--- config.mk ---
export PLATFORM = sky130hd
export DESIGN_NAME = img_stream_loader_flat
export DESIGN_NICKNAME = d
export VERILOG_FILES = /design/src/rtl/img_stream_loader_if.sv /design/src/rtl/img_stream_loader.sv /design/src/flat_wrapper.sv
export SDC_FILE = /design/constraint.sdc
export NUM_CORES = 2
export LEC_CHECK = 0
export CORE_MARGIN = 10
export CORE_UTILIZATION = 50
export CTS_CLUSTER_DIAMETER = 40
export DETAILED_ROUTE_END_ITERATION = 7
export GPL_TIMING_DRIVEN = 0
export PLACE_DENSITY = 0.73
export REMOVE_ABC_BUFFERS = 1
export SYNTH_ARGS = -nofsm -noshare
export SYNTH_HDL_FRONTEND = slang
export SYNTH_SLANG_ARGS = --single-unit
--- constraint.sdc ---
create_clock -name clk -period 4.4 [get_ports clk]
set_clock_uncertainty 0.1 [all_clocks]
set_input_delay 1.1 -clock clk [delete_from_list [all_inputs] [get_ports clk]]
set_output_delay 1.1 -clock clk [all_outputs]
set_load 0.01 [all_outputs]
--- src/rtl/img_stream_loader_if.sv ---
// Bundles the ROM read port and the pixel output stream of img_stream_loader.
// The master modport is the loader's view; the slave modport is the ROM/consumer side.
interface img_stream_loader_if #(
  parameter int unsigned DATA_W = 8,
  parameter int unsigned ADDR_W = 16
);
  logic              o_rom_ce;
  logic [ADDR_W-1:0] o_rom_addr;
  logic [DATA_W-1:0] i_rom_data;
  logic              i_next;
  logic [DATA_W-1:0] o_data;
  logic              o_valid;
  logic              o_frame_done;

  modport master (
    output o_rom_ce, o_rom_addr, o_data, o_valid, o_frame_done,
    input  i_rom_data, i_next
  );

  modport slave (
    input  o_rom_ce, o_rom_addr, o_data, o_valid, o_frame_done,
    output i_rom_data, i_next
  );
endinterface

--- src/rtl/img_stream_loader.sv ---
// ROM-to-pixel streamer: fetches an image from a synchronous ROM into a FIFO and
// emits it with per-axis integer upscaling (1..4), framed by an active-low vsync.
module img_stream_loader #(
  parameter int unsigned DATA_W     = 8,
  parameter int unsigned ADDR_W     = 16,
  parameter int unsigned IMG_W      = 225,
  parameter int unsigned IMG_H      = 225,
  parameter int unsigned START_ADDR = 10,
  parameter int unsigned FIFO_AW    = 8,
  parameter int unsigned ROM_LAT    = 2
) (
  input  logic                clk,
  input  logic                rst_n,
  input  logic                i_vsync,
  input  logic [2:0]          i_hscale,
  input  logic [2:0]          i_vscale,
  img_stream_loader_if.master bus
);

  localparam int unsigned DEPTH = 2 ** FIFO_AW;
  localparam int unsigned COL_W = (IMG_W > 1) ? $clog2(IMG_W) : 1;
  localparam int unsigned ROW_W = (IMG_H > 1) ? $clog2(IMG_H) : 1;
  localparam int unsigned INF_W = $clog2(ROM_LAT + 1);

  function automatic logic [2:0] clamp_scale(input logic [2:0] s);
    if (s == 3'd0) return 3'd1;
    if (s > 3'd4)  return 3'd4;
    return s;
  endfunction

  logic [ADDR_W-1:0]  r_addr;
  logic [ADDR_W-1:0]  r_row_start;
  logic [COL_W-1:0]   r_col;
  logic [ROW_W-1:0]   r_row;
  logic [2:0]         r_pass;
  logic [2:0]         r_hscale;
  logic [2:0]         r_vscale;
  logic [2:0]         r_hcnt;
  logic               r_fetch_done;
  logic [ROM_LAT-1:0] r_vld_sr;
  logic [DATA_W-1:0]  r_mem [DEPTH];
  logic [FIFO_AW-1:0] r_wr_ptr;
  logic [FIFO_AW-1:0] r_rd_ptr;
  logic [FIFO_AW:0]   r_cnt;

  logic [INF_W-1:0]   w_inflight;
  logic [31:0]        w_occ;
  logic               w_credit;
  logic               w_ce;
  logic               w_wr;
  logic               w_acc;
  logic               w_pop;
  logic               w_last_col;
  logic               w_last_pass;
  logic               w_last_row;

  // Reads already issued but not yet written still reserve FIFO space.
  assign w_inflight  = INF_W'($countones(r_vld_sr));
  assign w_occ       = 32'(r_cnt) + 32'(w_inflight);
  assign w_credit    = (w_occ < 32'(DEPTH));
  assign w_ce        = rst_n & i_vsync & ~r_fetch_done & w_credit;
  assign w_wr        = rst_n & i_vsync & r_vld_sr[ROM_LAT-1];
  assign w_acc       = bus.i_next & bus.o_valid;
  assign w_pop       = w_acc & (r_hcnt == (r_hscale - 3'd1));
  assign w_last_col  = (r_col == COL_W'(IMG_W - 1));
  assign w_last_pass = (r_pass == (r_vscale - 3'd1));
  assign w_last_row  = (r_row == ROW_W'(IMG_H - 1));

  always_ff @(posedge clk) begin
    if (!rst_n || !i_vsync) begin
      r_addr       <= ADDR_W'(START_ADDR);
      r_row_start  <= ADDR_W'(START_ADDR);
      r_col        <= '0;
      r_row        <= '0;
      r_pass       <= '0;
      r_hcnt       <= '0;
      r_fetch_done <= 1'b0;
      r_vld_sr     <= '0;
      r_wr_ptr     <= '0;
      r_rd_ptr     <= '0;
      r_cnt        <= '0;
      // Vsync low latches the next frame's scales; reset forces 1x.
      r_hscale     <= rst_n ? clamp_scale(i_hscale) : 3'd1;
      r_vscale     <= rst_n ? clamp_scale(i_vscale) : 3'd1;
    end else begin
      r_vld_sr[0] <= w_ce;
      for (int k = 1; k < ROM_LAT; k++) r_vld_sr[k] <= r_vld_sr[k-1];

      if (w_ce) begin
        if (!w_last_col) begin
          r_addr <= r_addr + ADDR_W'(1);
          r_col  <= r_col + COL_W'(1);
        end else if (!w_last_pass) begin
          r_addr <= r_row_start;
          r_col  <= '0;
          r_pass <= r_pass + 3'd1;
        end else if (!w_last_row) begin
          r_row_start <= r_row_start + ADDR_W'(IMG_W);
          r_addr      <= r_row_start + ADDR_W'(IMG_W);
          r_col       <= '0;
          r_pass      <= '0;
          r_row       <= r_row + ROW_W'(1);
        end else begin
          r_fetch_done <= 1'b1;
        end
      end

      if (w_wr)  r_wr_ptr <= r_wr_ptr + FIFO_AW'(1);
      if (w_pop) r_rd_ptr <= r_rd_ptr + FIFO_AW'(1);
      if (w_acc) r_hcnt   <= w_pop ? 3'd0 : r_hcnt + 3'd1;

      unique case ({w_wr, w_pop})
        2'b10:   r_cnt <= r_cnt + 1'b1;
        2'b01:   r_cnt <= r_cnt - 1'b1;
        default: r_cnt <= r_cnt;
      endcase
    end
  end

  always_ff @(posedge clk) begin
    if (w_wr) r_mem[r_wr_ptr] <= bus.i_rom_data;
  end

  assign bus.o_rom_ce     = w_ce;
  assign bus.o_rom_addr   = r_addr;
  assign bus.o_data       = r_mem[r_rd_ptr];
  assign bus.o_valid      = (r_cnt != '0);
  assign bus.o_frame_done = r_fetch_done & (w_inflight == '0) & (r_cnt == '0);

endmodule

--- src/flat_wrapper.sv ---
// flat-port wrapper written by rule: the top's interface ports become plain ports
module img_stream_loader_flat 
#(
  parameter int unsigned DATA_W     = 8,
  parameter int unsigned ADDR_W     = 16,
  parameter int unsigned IMG_W      = 225,
  parameter int unsigned IMG_H      = 225,
  parameter int unsigned START_ADDR = 10,
  parameter int unsigned FIFO_AW    = 8,
  parameter int unsigned ROM_LAT    = 2
)
  (clk, rst_n, i_vsync, i_hscale, i_vscale, bus_o_rom_ce, bus_o_rom_addr, bus_o_data, bus_o_valid, bus_o_frame_done, bus_i_rom_data, bus_i_next);
  img_stream_loader_if #(.DATA_W(DATA_W), .ADDR_W(ADDR_W)) bus_i ();
  input  logic clk;
  input  logic rst_n;
  input  logic i_vsync;
  input  logic [2:0] i_hscale;
  input  logic [2:0] i_vscale;
  output wire logic [$bits(bus_i.o_rom_ce)-1:0] bus_o_rom_ce;
  output wire logic [$bits(bus_i.o_rom_addr)-1:0] bus_o_rom_addr;
  output wire logic [$bits(bus_i.o_data)-1:0] bus_o_data;
  output wire logic [$bits(bus_i.o_valid)-1:0] bus_o_valid;
  output wire logic [$bits(bus_i.o_frame_done)-1:0] bus_o_frame_done;
  input wire logic [$bits(bus_i.i_rom_data)-1:0] bus_i_rom_data;
  input wire logic [$bits(bus_i.i_next)-1:0] bus_i_next;
  assign bus_o_rom_ce = bus_i.o_rom_ce;
  assign bus_o_rom_addr = bus_i.o_rom_addr;
  assign bus_o_data = bus_i.o_data;
  assign bus_o_valid = bus_i.o_valid;
  assign bus_o_frame_done = bus_i.o_frame_done;
  assign bus_i.i_rom_data = bus_i_rom_data;
  assign bus_i.i_next = bus_i_next;
  img_stream_loader #(.DATA_W(DATA_W), .ADDR_W(ADDR_W), .IMG_W(IMG_W), .IMG_H(IMG_H), .START_ADDR(START_ADDR), .FIFO_AW(FIFO_AW), .ROM_LAT(ROM_LAT)) u_core (.clk(clk), .rst_n(rst_n), .i_vsync(i_vsync), .i_hscale(i_hscale), .i_vscale(i_vscale), .bus(bus_i));
endmodule
==> impl_metrics.env <==
export IMPL_cts_root_buf="clkbuf_16"
export IMPL_drtPass1Iterations=6
export IMPL_crit_chain="nand2b_1 > o22ai_1 > nor3_1 > nor4_4 > nor4_4 > clkdlybuf4s15_2"
export IMPL_cts_buffer_depth=3
export IMPL_drt_iter0_drc=6451
export IMPL_place_ws_ns=-2.68
export IMPL_ir_drop_uv=384
export IMPL_ys_seq_elements=2144
export IMPL_synth_edf_count=2054
export IMPL_netlist_area_um2=84600
export IMPL_arrival_ns=3.90
export IMPL_rsz0062_at_grt="true"
export IMPL_die_w_um=431
export IMPL_yosysUniqueCellTypes=77
export IMPL_vias=45200
export IMPL_die_height_um=431
export IMPL_path_clk_slew_ns=0.06
export IMPL_drv_cap=0
export IMPL_worst_r2r_cell_count=12
export IMPL_p_per_area_nw_per_um2=417
export IMPL_routed_via_density=6.48
export IMPL_yosys_warnings=0
export IMPL_cp_max_fo=12
export IMPL_path_depth=6
export IMPL_min_path_type="register to register"
export IMPL_antenna_left=0
export IMPL_hold_viol=0
export IMPL_syn_to_final_growth_pct=15.8
export IMPL_cp_top_family="simple AND/OR/NAND/NOR gates"
export IMPL_placed_cells=6429
export IMPL_min_path_cells=2
export IMPL_yosys_most_used_dff="edfxtp_1"
export IMPL_cts_buffers=209
export IMPL_grt_ovfl_total=0
export IMPL_drive_gt1_share_pct=25.2
export IMPL_slew_violations=0
export IMPL_run_status="finished with violations"
export IMPL_period_share_pct=116
export IMPL_netlist_area_leader_share_pct=72.9
export IMPL_portBuffers=44
export IMPL_cts_sinks=2144
export IMPL_grt_pass1_wl_mm=316
export IMPL_worstPathRequired_ns=3.20
export IMPL_start_util_pct=50.4
export IMPL_fmax_mhz=196
export IMPL_placement_cell_area_um2=87800
export IMPL_violations="negative setup slack"
export IMPL_finalWeightedCongestion=0.845
export IMPL_routed_wl_mm=218
export IMPL_cts_htree_levels=4
export IMPL_power_leakage_nw=29.3
export IMPL_io_pins=45
export IMPL_final_cell_area_um2=98000
export IMPL_worst_setup_path_start_kind="register"
export IMPL_clk_latency_ns=0.84
export IMPL_finalWorstSetupSlack_ns=-0.702
export IMPL_dieArea_um2=186000
export IMPL_ys_top_cells_by_area="edfxtp_1, mux4_2, mux2i_1"
export IMPL_setup_viol=8
export IMPL_post_route_min_period_ns=5.10
export IMPL_post_synth_top_count_cell="edfxtp_1"
export IMPL_tightest_slew_ns=1.38
export IMPL_fin_setup_tns_ns=-5.17
export IMPL_cpMaxStageDelayCell="nand2b_1"
export IMPL_maxSlewHeadroom_pct=7.73
export IMPL_ys_seq_area_share_pct=75.0
export IMPL_avgSynthCellArea_um2=19.2
export IMPL_wl_per_cell_um=31.3
export IMPL_yosysTopAreaCell="edfxtp_1"
export IMPL_synthTopCellsByCount="edfxtp_1, mux4_2, nor2_1"
export IMPL_max_stage_delay_ns=0.76
export IMPL_crit_type="register to output pin"
export IMPL_path_common_cell="nor4_4"
export IMPL_antenna_found_initial=5
export IMPL_fin_cells=6976
export IMPL_end_kind="output pin"
export IMPL_synth_cells=4404
export IMPL_rows=150
export IMPL_hpwlAfterDp_mm=120
export IMPL_grt_pass1_vias=44700
export IMPL_core_um2=168000
export IMPL_reg2reg_setup_slack_ns=0.26
export IMPL_cts_tree="yes"
export IMPL_nets=4629
export IMPL_critPathBufInv=1
export IMPL_route_detailed_drc=0
export IMPL_async_flop_share_pct=0
export IMPL_grt_start_max_net_pins=163
export IMPL_grtUsageTotal_pct=23.0
## layout make-up
| type | instances | area [um2] |
|---|---|---|
| tap | 2204 | 2760 |
| multi-input combinational | 1962 | 20700 |
| timing repair buffer | 250 | 4020 |
| clock buffer | 252 | 5560 |
| sequential | 2144 | 63500 |
| clock inverter | 140 | 1400 |
| antenna | 1 | 2.50 |
| inverter | 23 | 96.3 |
| fill | 11600 | 69700 |
## routing by layer
layer | share of wire (%) | GRT usage (%) | vias up
li1 | - | - | 18400
met1 | 37 | 31.4 | 23400
met2 | 48 | 36.3 | 2898
met3 | 11 | 5.04 | 439
met4 | 4.2 | 9.35 | 4
met5 | 0.011 | 0 | -
## cells by family after synthesis
logic type	share of synthesized area, %
buffers and inverters	1.95
AO/OA/AOI/OAI	3.77
AND/OR/NAND/NOR	4.32
flip-flops	75.0
adder cells (fa/ha/maj)	0.310
multiplexers	14.1
XOR/XNOR	0.544
## worst paths after layout
| kind | from | end |
|---|---|---|
| max | register | bus_o_data[2] |
| min reg2reg | u_core.r_vld_sr[0] | u_core.r_vld_sr[1] |
| max reg2reg | u_core.r_cnt[1] | u_core.r_cnt[6] |
| min | u_core.r_vld_sr[0] | u_core.r_vld_sr[1] |
## stage by stage
stage | hold slack, ns | power [mW] | utilization, %
after floorplan | 0.341 | 22.9 | -
after global placement | 0.353 | 23.4 | 51.4
after detailed placement | 0.365 | 23.2 | 52.3
after CTS | 0.367 | 41.0 | 58.2
after global routing | 0.396 | 41.8 | 58.4
final | 0.371 | 40.9 | 58.4
## worst reg2reg max path, cell delays in order, from the launching register on
cell	delay (ns)
dfxtp_1	0.51
nor3_1	0.14
a31o_2	0.31
nor4_2	0.67
ha_2	0.57
xor2_1	0.12
ha_1	0.21
a21o_1	0.16
a32o_1	0.26
a21o_1	0.20
or4_1	0.40
a31oi_1	0.19
mux2i_1	0.21
## placed cells by master, fill, tap and decap left out, types with 23 or more instances in the layout
master           count
clkinv_2            43
nor2_1             283
dfxtp_1             83
bufbuf_16           26
clkbuf_16          219
mux4_2             433
edfxtp_1          2054
clkinv_1            34
nand4_1             46
a22o_1              24
xor2_1              31
nor2_2              53
buf_16              47
a22oi_1            120
a21oi_1             67
mux2i_1            197
buf_4               92
o21ai_0             39
nand3_1             60
o22ai_1             34
nand2_1            115
buf_12              23
clkbuf_1            34
o211ai_1            34
clkdlybuf4s50_1     27
nor3_1              34
## where the power goes
group          internal [mW]  switching [mW]  total, mW
logic                 0.0680           0.382      0.450
registers               22.3         0.00495       22.3
clock network           10.3            7.78       18.1
total                   32.7            8.17       40.9
## what timing repair did
| item | in CTS | in global routing |
|---|---|---|
| resized for setup | 211 | 50 |
| hold endpoints to repair | 0 | 0 |
| buffers inserted | 95 | 17 |
| pin swaps | 49 | 20 |
| cloned | 40 | 3 |
| endpoints found under the setup margin | 2067 | 618 |
| hold buffers | 0 | 0 |
## registers in the layout, summed over array words and instances, names as in the netlist, named ones only
| register | flops |
|---|---|
| u_core.bus.o_rom_addr | 16 |
| u_core.r_cnt | 9 |
| u_core.r_col | 8 |
| u_core.r_fetch_done | 1 |
| u_core.r_hcnt | 3 |
| u_core.r_hscale | 3 |
| u_core.r_mem | 2048 |
| u_core.r_pass | 3 |
| u_core.r_rd_ptr | 8 |
| u_core.r_row | 8 |
| u_core.r_row_start | 16 |
| u_core.r_vld_sr | 2 |
| u_core.r_vscale | 3 |
| u_core.r_wr_ptr | 8 |
Power figures use the tool's default switching activity.
